===== src/rtl/rip_load_store_unit_pkg.sv =====
// Shared definitions for the load/store unit: funct3 width codes, FSM states
// and the funct3 legality check used when a request is accepted.
package rip_common;

  localparam logic [2:0] LS_B  = 3'd0;
  localparam logic [2:0] LS_H  = 3'd1;
  localparam logic [2:0] LS_W  = 3'd2;
  localparam logic [2:0] LS_BU = 3'd4;
  localparam logic [2:0] LS_HU = 3'd5;

  typedef enum logic [1:0] {IDLE, ISSUE, DATA, RESP} lsu_state_t;

  // Stores have no unsigned variants; loads accept all five width codes.
  function automatic logic ls_legal(input logic store, input logic [2:0] f3);
    if (store) return (f3 == LS_B) || (f3 == LS_H) || (f3 == LS_W);
    return (f3 == LS_B) || (f3 == LS_H) || (f3 == LS_W) ||
           (f3 == LS_BU) || (f3 == LS_HU);
  endfunction

endpackage


===== src/rtl/rip_lsu_align.sv =====
// Byte-lane steering: store enables/replicated data, alignment check, and
// load lane extraction with sign or zero extension.
module rip_lsu_align
  import rip_common::*;
(
  input  logic [2:0]  funct3,
  input  logic [1:0]  addr_lo,
  input  logic [31:0] wdata,
  input  logic [31:0] dout,
  output logic [3:0]  we,
  output logic [31:0] din,
  output logic        misaligned,
  output logic [31:0] rdata
);

  logic [7:0]  lane_b;
  logic [15:0] lane_h;

  assign lane_b = dout[{addr_lo, 3'b000} +: 8];
  assign lane_h = addr_lo[1] ? dout[31:16] : dout[15:0];

  // funct3[1:0] selects the width; funct3[2] selects zero extension.
  always_comb begin
    we         = 4'b0000;
    din        = wdata;
    misaligned = 1'b0;
    rdata      = dout;
    case (funct3[1:0])
      2'd0: begin
        we    = 4'b0001 << addr_lo;
        din   = {4{wdata[7:0]}};
        rdata = funct3[2] ? {24'h0, lane_b} : {{24{lane_b[7]}}, lane_b};
      end
      2'd1: begin
        misaligned = addr_lo[0];
        we         = addr_lo[1] ? 4'b1100 : 4'b0011;
        din        = {2{wdata[15:0]}};
        rdata      = funct3[2] ? {16'h0, lane_h} : {{16{lane_h[15]}}, lane_h};
      end
      2'd2: begin
        misaligned = (addr_lo != 2'b00);
        we         = 4'b1111;
      end
      default: ;
    endcase
  end

endmodule


===== src/rtl/rip_load_store_unit.sv =====
// Load/store master for the byte-enabled word memory port: one request in
// flight, waits out busy, returns extended load data.
//
// state | meaning
// IDLE  | ready for a request; errors go straight to RESP
// ISSUE | memory access driven, held while mem_busy
// DATA  | load data on mem_dout, extract and register
// RESP  | one-cycle resp_valid
module rip_load_store_unit
  import rip_common::*;
#(
  parameter int DATA_WIDTH = 32,
  parameter int ADDR_WIDTH = 32
) (
  input  logic                  clk,
  input  logic                  rst,
  input  logic                  req_valid,
  output logic                  req_ready,
  input  logic                  req_store,
  input  logic [2:0]            req_funct3,
  input  logic [ADDR_WIDTH-1:0] req_addr,
  input  logic [DATA_WIDTH-1:0] req_wdata,
  output logic                  resp_valid,
  output logic [DATA_WIDTH-1:0] resp_rdata,
  output logic                  resp_error,
  output logic [3:0]            mem_we,
  output logic                  mem_re,
  output logic [ADDR_WIDTH-1:0] mem_addr,
  output logic [DATA_WIDTH-1:0] mem_din,
  input  logic [DATA_WIDTH-1:0] mem_dout,
  input  logic                  mem_busy
);

  lsu_state_t            state_q, state_d;
  logic                  store_q, store_d;
  logic [2:0]            funct3_q, funct3_d;
  logic [ADDR_WIDTH-1:0] addr_q, addr_d;
  logic [DATA_WIDTH-1:0] wdata_q, wdata_d;
  logic [DATA_WIDTH-1:0] rdata_q, rdata_d;
  logic                  error_q, error_d;

  logic [2:0]  al_funct3;
  logic [1:0]  al_addr_lo;
  logic [3:0]  al_we;
  logic [31:0] al_din;
  logic        al_misaligned;
  logic [31:0] al_rdata;

  // In IDLE the aligner checks the incoming request; afterwards it works on the latched one.
  assign al_funct3  = (state_q == IDLE) ? req_funct3    : funct3_q;
  assign al_addr_lo = (state_q == IDLE) ? req_addr[1:0] : addr_q[1:0];

  rip_lsu_align u_align (
    .funct3     (al_funct3),
    .addr_lo    (al_addr_lo),
    .wdata      (wdata_q),
    .dout       (mem_dout),
    .we         (al_we),
    .din        (al_din),
    .misaligned (al_misaligned),
    .rdata      (al_rdata)
  );

  always_comb begin
    state_d  = state_q;
    store_d  = store_q;
    funct3_d = funct3_q;
    addr_d   = addr_q;
    wdata_d  = wdata_q;
    rdata_d  = rdata_q;
    error_d  = error_q;
    case (state_q)
      IDLE: begin
        if (req_valid) begin
          store_d  = req_store;
          funct3_d = req_funct3;
          addr_d   = req_addr;
          wdata_d  = req_wdata;
          if (!ls_legal(req_store, req_funct3) || al_misaligned) begin
            state_d = RESP;
            rdata_d = '0;
            error_d = 1'b1;
          end else begin
            state_d = ISSUE;
          end
        end
      end
      ISSUE: begin
        if (!mem_busy) begin
          if (store_q) begin
            state_d = RESP;
            rdata_d = '0;
            error_d = 1'b0;
          end else begin
            state_d = DATA;
          end
        end
      end
      DATA: begin
        rdata_d = al_rdata;
        error_d = 1'b0;
        state_d = RESP;
      end
      RESP:    state_d = IDLE;
      default: state_d = IDLE;
    endcase
  end

  always_ff @(posedge clk or posedge rst) begin
    if (rst) begin
      state_q  <= IDLE;
      store_q  <= 1'b0;
      funct3_q <= 3'd0;
      addr_q   <= '0;
      wdata_q  <= '0;
      rdata_q  <= '0;
      error_q  <= 1'b0;
    end else begin
      state_q  <= state_d;
      store_q  <= store_d;
      funct3_q <= funct3_d;
      addr_q   <= addr_d;
      wdata_q  <= wdata_d;
      rdata_q  <= rdata_d;
      error_q  <= error_d;
    end
  end

  assign req_ready  = (state_q == IDLE);
  assign resp_valid = (state_q == RESP);
  assign resp_rdata = rdata_q;
  assign resp_error = error_q;

  // Port signals decode from state so a reset drops them without waiting for an edge.
  assign mem_re   = (state_q == ISSUE) && !store_q;
  assign mem_we   = ((state_q == ISSUE) && store_q) ? al_we : 4'b0000;
  assign mem_din  = ((state_q == ISSUE) && store_q) ? al_din : '0;
  assign mem_addr = (state_q == ISSUE) ? {2'b00, addr_q[ADDR_WIDTH-1:2]} : '0;

endmodule


===== config.mk =====
export PLATFORM = sky130hd
export DESIGN_NAME = rip_load_store_unit
export DESIGN_NICKNAME = d
export VERILOG_FILES = /design/src/rtl/rip_load_store_unit_pkg.sv /design/src/rtl/rip_lsu_align.sv /design/src/rtl/rip_load_store_unit.sv
export SDC_FILE = /design/constraint.sdc
export NUM_CORES = 1
export LEC_CHECK = 0
export ABC_CLOCK_PERIOD_IN_PS = 4200
export BUFFER_PORTS_ARGS = -buffer_cell sky130_fd_sc_hd__buf_2
export CAP_MARGIN = 20
export CORE_ASPECT_RATIO = 1.1
export CORE_MARGIN = 2
export CORE_UTILIZATION = 52
export CTS_BUF_LIST = sky130_fd_sc_hd__clkbuf_4
export DETAILED_ROUTE_END_ITERATION = 7
export PLACE_DENSITY = 0.83
export SLEW_MARGIN = 20
export SYNTH_ARGS = -nofsm -noshare
export SYNTH_HDL_FRONTEND = slang
export SYNTH_SLANG_ARGS = --single-unit
export TNS_END_PERCENT = 10

===== constraint.sdc =====
create_clock -name clk -period 4.2 [get_ports clk]
set_clock_uncertainty 0.1 [all_clocks]
set_input_delay 0.21 -clock clk [delete_from_list [all_inputs] [get_ports clk]]
set_output_delay 0.21 -clock clk [all_outputs]
set_load 0.01 [all_outputs]

==> impl_metrics.ini <==
[outcome]
status = completed

[power]
p_leak_uw = 0.00379
p_total_uw = 5920
p_per_area_nw_per_um2 = 762
vdd_drop_max_mv = 0.476

[synth]
netlist.area_leader.share_pct = 44.1
synthArstFlopShare_pct = 100
yosysTopAreaCell = dfrtp_1
synth_common_cells = nand2_1, dfrtp_1, mux2_2, o21ai_0, a21oi_1
ys_ff_latch = 103
synth_ff_type = dfrtp_1
syn_area_um2 = 5840
yosysSeqAreaShare_pct = 44.1
synthCells = 603
yosysMostFrequentCell = nand2_1
syn_avg_cell_area_um2 = 9.69
synth_edf_count = 0
synthTopCellsByArea = dfrtp_1, mux2_2, nand2_1
yosys_warnings = 0
ys_types = 52

[floorplan]
dieArea_um2 = 12100
io_pins = 208
core_area_um2 = 11000
placementRows = 40
floorplan.initialDensity_pct = 53.3
die_h_um = 115
dieWidth_um = 105

[critical_path]
critPathMaxFanout = 16
crit_chain = inv_1 -> ha_1 -> mux2i_1 -> inv_1 -> ha_1 -> nor2_1 -> buf_4 -> nand2_1 -> a21oi_1 -> buf_2
cpPeakStageDelay_ps = 540
start_kind = flop
worst_path_max_delay_cell = nor2_1
arrival_ps = 3610
critical_path_required_ps = 3890
cp-end-kind = output port
path_class = reg2out

[global_routing]
grt_pass1_vias = 6024
grt_pass1_wl_um = 32100
grt_max_degree = 58
antenna_found_initial = 0
met2_usage_pct = 57.9
grt_overflow = 0
grtUsageTotal_pct = 34.1
grt.met3_usage_pct = 7.71
met1_usage_pct = 40.9
busiest_layer = met2

[route]
wirelength_um = 20500
viasPerCell = 5.98
drt_iter0_drc = 452
drtAntennaViolNets = 0
post_drt_wl_per_cell_um = 20.3
route.detailed.drc = 0
via_count = 6024
drtPass1Iterations = 5

[placed_design]
gp_congestion = 0.903
pre_cts_slack_ps = 792
hpwl_um = 12500
dpl.cell_count = 921
portBuffers = 205

[finish]
fill_cells = 765
drive_above_1_share_pct = 37.8
stdcell_count = 1008
layout.nets = 967
area_growth_pct = 32.9

[sta]
period_needed_ps = 3920
finalSetupViolCount = 0
hold_viol = 0
post-route-period-util_pct = 93.4
whs_ps = 8.75
layout_setup_ws_ps = 278
fin_setup_tns_ps = 0
relSlewSlack_pct = 40.4
rsz0062_at_grt = false
maxSlewViolCount = 0
worst_slew_pin_slew_ps = 892
max_clock_freq_mhz = 255

[cts]
worstSkewPairLatency_ps = 490
htree_levels = 3
clk_pin_slew_ps = 200
ctsResizeCount = 0
root_buffer = clkbuf_4
numCtsBuffers = 9
cts.sinks = 103
cts_setup_buffers = 0
cts_buffer_depth = 2
cts_tree = built

[job]
max_cap_viol_count = 0

[min_path]
hold_class = in2reg
[report_power, final]
group | switching, uW | total (uW) | internal (uW)
combinational | 2180 | 3570 | 1390
sequential | 359 | 1820 | 1460
clock | 394 | 534 | 141
total | 2930 | 5920 | 2990
[stage by stage]
step                util, %  cell area (um^2)
floorplan                 -              5850
global placement       63.1              6920
detailed placement     63.1              6920
CTS                    70.8              7760
global route           70.8              7760
finish                 70.8              7760
[logic make-up after synthesis]
group / Yosys count / synth area share (%)
fa+ha+maj: 8 / 1.71
flops: 103 / 44.1
mux: 83 / 15.9
buf+inv: 54 / 4.54
compound gates: 164 / 18.3
other cells: 1 / 0.0642
simple gates: 190 / 15.3
[cells in the final DEF (no fill, tap or decap), types with 2 or more instances in the layout]
| master | count |
|---|---|
| buf_2 | 205 |
| nand2_1 | 112 |
| dfrtp_1 | 103 |
| mux2_2 | 70 |
| dlygate4sd3_1 | 70 |
| o21ai_0 | 54 |
| a21oi_1 | 39 |
| and2_1 | 34 |
| a31oi_1 | 15 |
| o31ai_1 | 15 |
| mux2i_1 | 12 |
| buf_4 | 10 |
| nor2_1 | 9 |
| nor3_1 | 9 |
| o31ai_2 | 9 |
| clkbuf_4 | 9 |
| inv_1 | 8 |
| and3_1 | 8 |
| ha_1 | 8 |
| o22ai_1 | 6 |
| o221ai_1 | 6 |
| nor2b_1 | 4 |
| or2_2 | 3 |
| a21o_1 | 3 |
| o21a_1 | 2 |
| a2bb2oi_1 | 2 |
| conb_1 | 2 |
| clkinvlp_4 | 2 |
| inv_8 | 2 |
| clkinv_8 | 2 |
[final timing paths]
check | from | endpoint | slack, ps | depth (start not counted)
hold reg to reg | resp_rdata[27] | resp_rdata[27] | 390 | 2
min in group asynchronous | rst | wdata_q[18] | 260 | 3
setup / recovery | state_q[0] | mem_din[19] | 280 | 10
max in group asynchronous | rst | resp_rdata[6] | 2640 | 4
hold / removal | mem_dout[5] | resp_rdata[5] | 9 | 3
setup reg to reg | state_q[0] | resp_rdata[28] | 700 | 8
[timing repair]
action / 4_1_cts / 5_1_grt
endpoints found under the hold margin: 125 / 0
hold buffers: 70 / 0
endpoints found under the setup margin: 0 / 0
[critical path, delay by kind of cell (launching register included)]
| family | cells | cell delay (ps) |
|---|---|---|
| buf+inv | 4 | 770 |
| flops | 1 | 480 |
| mux | 1 | 310 |
| compound gates | 1 | 270 |
| fa+ha+maj | 2 | 620 |
| simple gates | 2 | 660 |
[metal layers]
metal / wire length (um) / share of wire (%) / vias to the layer above
met1: 7500 / 37 / 2846
met3: 1980 / 9.7 / 93
met4: 1040 / 5.1 / 0
met2: 9940 / 49 / 451
li1: - / - / 2634
met5: 0 / 0 / -
[cell type report]
class | count | area [um^2] | share of cell area (%)
Antenna cell | 1 | 2.50 | 0.0322
Clock buffer | 9 | 67.6 | 0.870
Clock inverter | 7 | 78.8 | 1.02
Inverter | 9 | 36.3 | 0.467
Multi-Input combinational cell | 447 | 3020 | 38.8
Sequential cell | 103 | 2580 | 33.2
Tap cell | 147 | 184 | 2.37
Timing Repair Buffer | 285 | 1800 | 23.2
[state kept, by name (all words and copies together) (netlist names)]
| signal | count |
|---|---|
| resp_error | 1 |
| resp_rdata | 32 |
| store_q | 1 |
| state_q | 2 |
| wdata_q | 32 |
| funct3_q | 3 |
| addr_q | 32 |
Note: power is estimated with default switching activity, not from simulation.
